==> src/rtl/cic_pkg.sv <==
// Shared CIC definitions: sample type, rate constants and the output truncation helper.
package cic_pkg;

    localparam int unsigned CIC_MAX_DW    = 32'd64;
    localparam int unsigned CIC_DEFAULT_R = 32'd10;
    // Any rate at or below this value forwards every valid input.
    localparam int unsigned CIC_PASS_MAX  = 32'd1;

    typedef logic signed [CIC_MAX_DW-1:0] cic_sample_t;

    // Right-aligns the top out_dw bits of a data_dw-wide value held zero-extended in x.
    function automatic cic_sample_t cic_top_bits(input cic_sample_t x,
                                                 input int unsigned data_dw,
                                                 input int unsigned out_dw);
        return x >> (data_dw - out_dw);
    endfunction

endpackage

==> src/rtl/cic_comb_decimator_if.sv <==
// Streaming bus of the CIC comb/decimator: sample input, rate input, filtered output.
interface cic_comb_decimator_if #(
    parameter int unsigned DATA_DW = 64,
    parameter int unsigned OUT_DW  = 32,
    parameter int unsigned RATE_DW = 32
);
    logic [DATA_DW-1:0] s_axis_in_tdata;
    logic               s_axis_in_tvalid;
    logic [RATE_DW-1:0] s_axis_rate_tdata;
    logic               s_axis_rate_tvalid;
    logic [OUT_DW-1:0]  m_axis_out_tdata;
    logic               m_axis_out_tvalid;

    modport slave (
        input  s_axis_in_tdata, s_axis_in_tvalid, s_axis_rate_tdata, s_axis_rate_tvalid,
        output m_axis_out_tdata, m_axis_out_tvalid
    );

    modport master (
        output s_axis_in_tdata, s_axis_in_tvalid, s_axis_rate_tdata, s_axis_rate_tvalid,
        input  m_axis_out_tdata, m_axis_out_tvalid
    );
endinterface

==> src/rtl/cic_comb_stage.sv <==
// One CIC comb stage: y = x - x delayed by M strobed samples, wrapping at DW bits.
module cic_comb_stage #(
    parameter int unsigned DW = 64,
    parameter int unsigned M  = 1
) (
    input  logic          clk,
    input  logic          reset_n,
    input  logic [DW-1:0] in_data,
    input  logic          in_valid,
    output logic [DW-1:0] out_data,
    output logic          out_valid
);
    logic [DW-1:0] dly_r [M];
    logic [DW-1:0] diff_r;
    logic          valid_r;

    // Difference register and strobe-advanced delay line.
    always_ff @(posedge clk or negedge reset_n) begin
        if (!reset_n) begin
            for (int i = 0; i < M; i++) begin
                dly_r[i] <= '0;
            end
            diff_r  <= '0;
            valid_r <= 1'b0;
        end else begin
            valid_r <= in_valid;
            if (in_valid) begin
                diff_r   <= in_data - dly_r[M-1];
                dly_r[0] <= in_data;
                for (int i = 1; i < M; i++) begin
                    dly_r[i] <= dly_r[i-1];
                end
            end else begin
                diff_r <= diff_r;
            end
        end
    end

    assign out_data  = diff_r;
    assign out_valid = valid_r;

endmodule

==> src/rtl/cic_comb_decimator.sv <==
// CIC back end: rate-R downsampler, CIC_N comb stages and a truncating output register.
module cic_comb_decimator
    import cic_pkg::*;
#(
    parameter int unsigned DATA_DW       = 64,
    parameter int unsigned OUT_DW        = 32,
    parameter int unsigned RATE_DW       = 32,
    parameter int unsigned CIC_R         = CIC_DEFAULT_R,
    parameter int unsigned CIC_N         = 7,
    parameter int unsigned CIC_M         = 1,
    parameter int unsigned VARIABLE_RATE = 1
) (
    input  logic                 clk,
    input  logic                 reset_n,
    cic_comb_decimator_if.slave  bus
);
    localparam logic [RATE_DW-1:0] RESET_RATE = RATE_DW'(CIC_R);
    localparam logic [RATE_DW-1:0] PASS_MAX   = RATE_DW'(CIC_PASS_MAX);

    logic [RATE_DW-1:0] rate_r;
    logic [RATE_DW-1:0] cnt_r;
    logic [DATA_DW-1:0] dec_data_r;
    logic               dec_valid_r;
    logic               rate_load_s;
    logic               last_s;

    logic [DATA_DW-1:0] comb_data_s [CIC_N+1];
    logic [CIC_N:0]     comb_valid_s;

    logic [OUT_DW-1:0]  out_data_r;
    logic               out_valid_r;

    // Rate-load qualification and end-of-decimation-window detection.
    always_comb begin
        rate_load_s = 1'b0;
        last_s      = 1'b0;
        if (VARIABLE_RATE != 32'd0) begin
            rate_load_s = bus.s_axis_rate_tvalid;
        end else begin
            rate_load_s = 1'b0;
        end
        if (rate_r <= PASS_MAX) begin
            last_s = 1'b1;
        end else begin
            last_s = (cnt_r == (rate_r - RATE_DW'(1)));
        end
    end

    // Downsampler: one counter for both modes; with a fixed rate rate_r never leaves CIC_R.
    always_ff @(posedge clk or negedge reset_n) begin
        if (!reset_n) begin
            rate_r      <= RESET_RATE;
            cnt_r       <= '0;
            dec_data_r  <= '0;
            dec_valid_r <= 1'b0;
        end else if (rate_load_s) begin
            rate_r      <= bus.s_axis_rate_tdata;
            cnt_r       <= '0;
            dec_valid_r <= 1'b0;
        end else if (bus.s_axis_in_tvalid) begin
            if (last_s) begin
                dec_data_r  <= bus.s_axis_in_tdata;
                dec_valid_r <= 1'b1;
                cnt_r       <= '0;
            end else begin
                dec_valid_r <= 1'b0;
                cnt_r       <= cnt_r + RATE_DW'(1);
            end
        end else begin
            dec_valid_r <= 1'b0;
        end
    end

    assign comb_data_s[0]  = dec_data_r;
    assign comb_valid_s[0] = dec_valid_r;

    for (genvar j = 0; j < CIC_N; j++) begin : g_comb
        cic_comb_stage #(
            .DW (DATA_DW),
            .M  (CIC_M)
        ) u_stage (
            .clk       (clk),
            .reset_n   (reset_n),
            .in_data   (comb_data_s[j]),
            .in_valid  (comb_valid_s[j]),
            .out_data  (comb_data_s[j+1]),
            .out_valid (comb_valid_s[j+1])
        );
    end

    // Output register keeps the top OUT_DW bits of the last comb result and holds between strobes.
    always_ff @(posedge clk or negedge reset_n) begin
        if (!reset_n) begin
            out_data_r  <= '0;
            out_valid_r <= 1'b0;
        end else begin
            out_valid_r <= comb_valid_s[CIC_N];
            if (comb_valid_s[CIC_N]) begin
                out_data_r <= OUT_DW'(cic_top_bits(cic_sample_t'(comb_data_s[CIC_N]), DATA_DW, OUT_DW));
            end else begin
                out_data_r <= out_data_r;
            end
        end
    end

    assign bus.m_axis_out_tdata  = out_data_r;
    assign bus.m_axis_out_tvalid = out_valid_r;

endmodule

==> src/flat_wrapper.sv <==
// flat-port wrapper written by rule: the top's interface ports become plain ports
module cic_comb_decimator_flat import cic_pkg::*;
#(
    parameter int unsigned DATA_DW       = 64,
    parameter int unsigned OUT_DW        = 32,
    parameter int unsigned RATE_DW       = 32,
    parameter int unsigned CIC_R         = CIC_DEFAULT_R,
    parameter int unsigned CIC_N         = 7,
    parameter int unsigned CIC_M         = 1,
    parameter int unsigned VARIABLE_RATE = 1
)
  (clk, reset_n, bus_s_axis_in_tdata, bus_s_axis_in_tvalid, bus_s_axis_rate_tdata, bus_s_axis_rate_tvalid, bus_m_axis_out_tdata, bus_m_axis_out_tvalid);
  cic_comb_decimator_if #(.DATA_DW(DATA_DW), .OUT_DW(OUT_DW), .RATE_DW(RATE_DW)) bus_i ();
  input  logic clk;
  input  logic reset_n;
  input wire logic [$bits(bus_i.s_axis_in_tdata)-1:0] bus_s_axis_in_tdata;
  input wire logic [$bits(bus_i.s_axis_in_tvalid)-1:0] bus_s_axis_in_tvalid;
  input wire logic [$bits(bus_i.s_axis_rate_tdata)-1:0] bus_s_axis_rate_tdata;
  input wire logic [$bits(bus_i.s_axis_rate_tvalid)-1:0] bus_s_axis_rate_tvalid;
  output wire logic [$bits(bus_i.m_axis_out_tdata)-1:0] bus_m_axis_out_tdata;
  output wire logic [$bits(bus_i.m_axis_out_tvalid)-1:0] bus_m_axis_out_tvalid;
  assign bus_i.s_axis_in_tdata = bus_s_axis_in_tdata;
  assign bus_i.s_axis_in_tvalid = bus_s_axis_in_tvalid;
  assign bus_i.s_axis_rate_tdata = bus_s_axis_rate_tdata;
  assign bus_i.s_axis_rate_tvalid = bus_s_axis_rate_tvalid;
  assign bus_m_axis_out_tdata = bus_i.m_axis_out_tdata;
  assign bus_m_axis_out_tvalid = bus_i.m_axis_out_tvalid;
  cic_comb_decimator #(.DATA_DW(DATA_DW), .OUT_DW(OUT_DW), .RATE_DW(RATE_DW), .CIC_R(CIC_R), .CIC_N(CIC_N), .CIC_M(CIC_M), .VARIABLE_RATE(VARIABLE_RATE)) u_core (.clk(clk), .reset_n(reset_n), .bus(bus_i));
endmodule
==> config.mk <==
export PLATFORM = sky130hd
export DESIGN_NAME = cic_comb_decimator_flat
export DESIGN_NICKNAME = d
export VERILOG_FILES = /design/src/rtl/cic_pkg.sv /design/src/rtl/cic_comb_decimator_if.sv /design/src/rtl/cic_comb_stage.sv /design/src/rtl/cic_comb_decimator.sv /design/src/flat_wrapper.sv
export SDC_FILE = /design/constraint.sdc
export NUM_CORES = 2
export LEC_CHECK = 0
export CAP_MARGIN = 5
export CORE_MARGIN = 3
export CORE_UTILIZATION = 55
export DETAILED_ROUTE_END_ITERATION = 16
export PLACE_DENSITY = 0.72
export SLEW_MARGIN = 40
export SYNTH_ARGS = -nofsm -noshare
export SYNTH_HDL_FRONTEND = slang
export SYNTH_HIERARCHICAL = 1
export SYNTH_SLANG_ARGS = --single-unit
==> constraint.sdc <==
create_clock -name clk -period 4.9 [get_ports clk]
set_clock_uncertainty 0.15 [all_clocks]
set_input_delay 0.735 -clock clk [delete_from_list [all_inputs] [get_ports clk]]
set_output_delay 0.735 -clock clk [all_outputs]
set_load 0.02 [all_outputs]
# == Word-level counts from Yosys, hierarchy flattened ==
# Cells that the tools add are included.
# word_totals
reg_bits,1065
wordCells,48
out_inout_bits,33
# op_classes
muxes,7
n_eq_ne,1
n_reduce_logical,2
bitwise,1
magnitude_cmp,1
n_addsub,9
# op_table
op,count
64-bit subtractor,7
32-bit 2-to-1 mux,3
"32-bit by 1-bit adder with 32-bit output, second input constant",1
32-bit equality test,1
"32-bit by 1-bit less-or-equal comparator with 1-bit output, second input constant",1
"32-bit by 1-bit subtractor with 32-bit output, second input constant",1
1-bit 2-to-1 mux,4
3-bit AND reduction,1
2-bit nonzero test,1
1-bit NOT,1

# == Longest topological paths before layout ==
# logic_depth
depth_word,6
mapped_depth,13
depth_no_buf,13

# == Hierarchy ==
# The synthesis kept the hierarchy.
# by_module_without_submodules
module,seq_area_each_um2,n_inst,area_per_inst_um2,cells_each
cic_comb_stage (u_core.g_comb[3].u_stage ...),3228.1,4,8853.5,1017
cic_comb_stage (u_core.g_comb[0].u_stage ...),3228.1,3,8672.1,959
cic_comb_decimator,4056.4,1,8333.0,706

# == Worst setup path after synthesis ==
# OpenSTA, ideal clock, no wires.
# synth_timing
kind,register to register
startpoint,reg u_core.rate_r[4]
endpoint,reg u_core.dec_data_r[14]
setup_ns,0.125
required_ns,4.625
slack_ns,1.334
synth_period_minus_slack_ns,3.566
arrival_time_ns,3.291
stages_incl_launch_ff,13
path_cell_list,dfrtp_1 buf_2 or4_1 nor4_4 nor2_1 a311oi_1 nand4_1 a2111oi_2 nand4b_2 a21oi_4 buf_8 buf_12 mux2_4
# synth_between
elab_chain_cells,4
# synth_rtl
element,line,text
from (decl),cic_comb_decimator.sv:20,logic [RATE_DW-1:0] rate_r;
from (signal assigned),cic_comb_decimator.sv:57,rate_r <= bus.s_axis_rate_tdata;
32-bit by 1-bit subtractor with 32-bit output,cic_comb_decimator.sv:45,last_s = (cnt_r == (rate_r - RATE_DW'(1)));
32-bit equality test,cic_comb_decimator.sv:45,
1-bit 2-to-1 mux *,cic_comb_decimator.sv:42,if (rate_r <= PASS_MAX) begin
3-bit AND reduction (no line) *,--,
to (signal assigned),cic_comb_decimator.sv:62,dec_data_r <= bus.s_axis_in_tdata;
to (decl),cic_comb_decimator.sv:22,logic [DATA_DW-1:0] dec_data_r;
# Every way passes the cells marked *; elsewhere a longest branch is shown, timed or not.
# A chain may end at the register's enable or synchronous reset.

# == Final worst setup path ==
# layout_timing
startpoint,reg u_core.rate_r[0]
endpoint,reg u_core.dec_data_r[63]
# The elaborated chain is that of the path after synthesis.

==> metrics.yaml <==
critical_path:
  reg2regPathDepth: 12
  path_class: "reg -> reg"
  critical-path-top-delay-family: "simple AND/OR/NAND/NOR gates"
  cpPeakStageDelay_ns: 0.52
  required_ns: 5.34
  r2r_start: "u_core/rate_r[0]$_DFFE_PN0P_"
  crit_slowest_cell: "o41a_1"
  cp-end-kind: "flop"
  worst-r2r-setup-slack_ns: 0.58
  start_kind: "flop"
  critPathMaxFanout: 34
  path_depth: 12
  critPathBufInv: 3
  crit_chain: "inv_1, ha_1, nor4b_1, nand4_1, o41a_1, o31ai_1, and3b_1, nand4b_2, a21oi_4, buf_12, buf_12, mux2_1"
  timing.critical_path.mode_cell: "buf_12"
  r2r_end: "u_core/dec_data_r[63]$_DFFE_PN0P_"
  arrival_ns: 4.76
clock_network:
  root_buffer: "clkbuf_16"
  cts.reportedPaths.clkPinSlew_ns: 0.06
  clockBufferDepth: 3
  cts_num_sinks: 1033
  insertion_delay_ns: 0.72
  h-tree-depth: 3
  post-cts-setup-buffer-count: 0
  ctsResizeCount: 0
  numCtsBuffers: 114
  cts_tree: "built"
power_and_ir_drop:
  p_sw_share_pct: 41.4
  p_per_area_mw_per_mm2: 536
  internal_power_mw: 23.3
  peakVddDrop_uv: 385
  p_clk_share_pct: 22.5
  p_seq_share_pct: 25.7
  p_comb_share_pct: 51.8
  switchingPower_mw: 16.5
  p_leak_nw: 34.9
  power_mw: 39.7
timing:
  finalSetupViolCount: 0
  fin_crit_sh_pct: 88.1
  worst_pin_slew_ns: 0.882
  slew_headroom_pct: 39.7
  rsz0062_at_grt: "no"
  final_hold_viol_count: 0
  drv_slew: 0
  max_freq_ghz: 0.232
  fin_crit_ns: 4.32
  fin_setup_tns_ns: 0
routing:
  via_count: 52900
  drt_drc_violations_left: 0
  wl_um: 154000
  dr.max_layer_used: "met4"
  wl_met2_um: 73500
  drtIter0Drc: 3089
  wl_met1_um: 69900
  firstDrtPassIters: 6
  antenna_left: 0
  route.met3.wl_um: 4150
  wire_per_inst_um: 16.8
  via_per_inst: 5.78
run:
  maxCapViolCount: 0
placed_design:
  gp_congestion: 0.900
  port-buffer-count: 132
  hpwl_um: 116000
global_route:
  grt_max_degree: 180
  grt_overflow: 0
  grt.total_usage_pct: 23.9
  antenna_found_initial: 1
  first_global_vias: 52000
  grt_pass1_wl_um: 258000
floorplan:
  die_w_um: 358
  ioPinCount: 133
  rows: 128
  start_util_pct: 55.7
  fp.dieH_um: 358
  design.core.area_sq_mm: 0.122
  die-area_sq_mm: 0.128
layout:
  fin_nets: 7979
  insertedDiodeCount: 0
  layout-drive-gt1-share_pct: 11.5
  syn_to_final_growth_pct: 8.75
  final_common_cell: "dfrtp_1"
  layout_common_cells: "dfrtp_1 (1024), nand2_1 (908), o21ai_0 (717)"
synth:
  ys_warn_count: 6
  syn_area_per_cell_sq_um: 9.07
  netlist_area_sq_mm: 0.0681
  synth_cells: 7506
  synth_nets: 8057
worst_hold_path:
  hp-start: "u_core/g_comb[6].u_stage/out_data[32]$_DFFE_PN0P_"
  worstHoldPathCells: 2
  hp-class: "reg -> reg"
  min_to: "u_core/g_comb[6].u_stage/out_data[32]$_DFFE_PN0P_"
outcome:
  status: "complete, no violations"
-- through the flow --
step	instances	setup slack [ns]	hold WS (ns)	area, sq um	util (%)
2_1_floorplan	7506	1.33	0.202	68100	-
3_3_place_gp	8935	0.602	0.311	70100	57.3
3_5_place_dp	8935	0.517	0.320	70100	57.3
4_1_cts	9146	0.526	0.334	74000	60.5
5_1_grt	9147	0.256	0.360	74100	60.5
6_report	9147	0.581	0.330	74100	60.5
-- worst reg2reg max path, delay by kind of cell, from the launching register on --
kind | cells | cell delay, ns
and+or+nand+nor | 4 | 1.17
adders and majority gates | 1 | 0.35
AOI/OAI and AO/OA | 3 | 1.11
buffers and inverters | 3 | 0.61
muxes | 1 | 0.39
DFF | 1 | 0.44
-- layer usage --
layer / vias up / track usage (%)
met2: 952 / 40.9
met5: - / 0
met3: 355 / 2.54
met1: 25200 / 31.1
met4: 0 / 9.53
li1: 26300 / -
-- state kept, by name, indices dropped and copies added (netlist names) --
register                         count
u_core/rate_r                       32
u_core/dec_data_r                   64
u_core/cnt_r                        32
u_core/g_comb.u_stage/out_valid      7
u_core/bus.m_axis_out_tvalid         1
u_core/dec_valid_r                   1
u_core/g_comb.u_stage/dly_r        448
u_core/bus.m_axis_out_tdata         32
u_core/g_comb.u_stage/out_data     416
-- worst max-delay path by stage --
stage | startpoint | to | slack, ns
finish | u_core/rate_r[0]$_DFFE_PN0P_ | u_core/dec_data_r[63]$_DFFE_PN0P_ | 0.58
global route | u_core/rate_r[8]$_DFFE_PN0P_ | u_core/dec_data_r[63]$_DFFE_PN0P_ | 0.26
CTS | u_core/rate_r[0]$_DFFE_PN0P_ | u_core/dec_data_r[63]$_DFFE_PN0P_ | 0.53
detailed placement | u_core/rate_r[0]$_DFFE_PN0P_ | u_core/dec_data_r[63]$_DFFE_PN0P_ | 0.52
global placement | u_core/rate_r[8]$_DFFE_PN0P_ | u_core/dec_data_r[63]$_DFFE_PN0P_ | 0.60
floorplan | u_core/rate_r[4]$_DFFE_PN0P_ | u_core/dec_data_r[14]$_DFFE_PN0P_ | 1.33
-- cell type report --
type                       instances  area [sq um]
fill                           10700         48300
multi-input combinational       5487         38000
sequential                      1033         25900
clock buffer                     152          3210
inverter                         603          2260
tap                             1625          2030
timing repair buffer             189          1980
clock inverter                    58           761
-- power by group through the flow --
stage | Combinational [mW] | Sequential (mW) | Clock [mW]
floorplan | 15.6 | 10.1 | 0
global placement | 20.2 | 10.3 | 0
detailed placement | 20.3 | 10.4 | 0
CTS | 20.4 | 10.2 | 9.21
global route | 22.7 | 10.4 | 9.52
finish | 20.6 | 10.2 | 8.94
-- what timing repair did --
| action | CTS | global route |
|---|---|---|
| hold endpoints to repair | 31 | 0 |
| hold buffers | 1 | 0 |
| endpoints found under the setup margin | 0 | 0 |
Note: power is estimated with default switching activity, not from simulation.
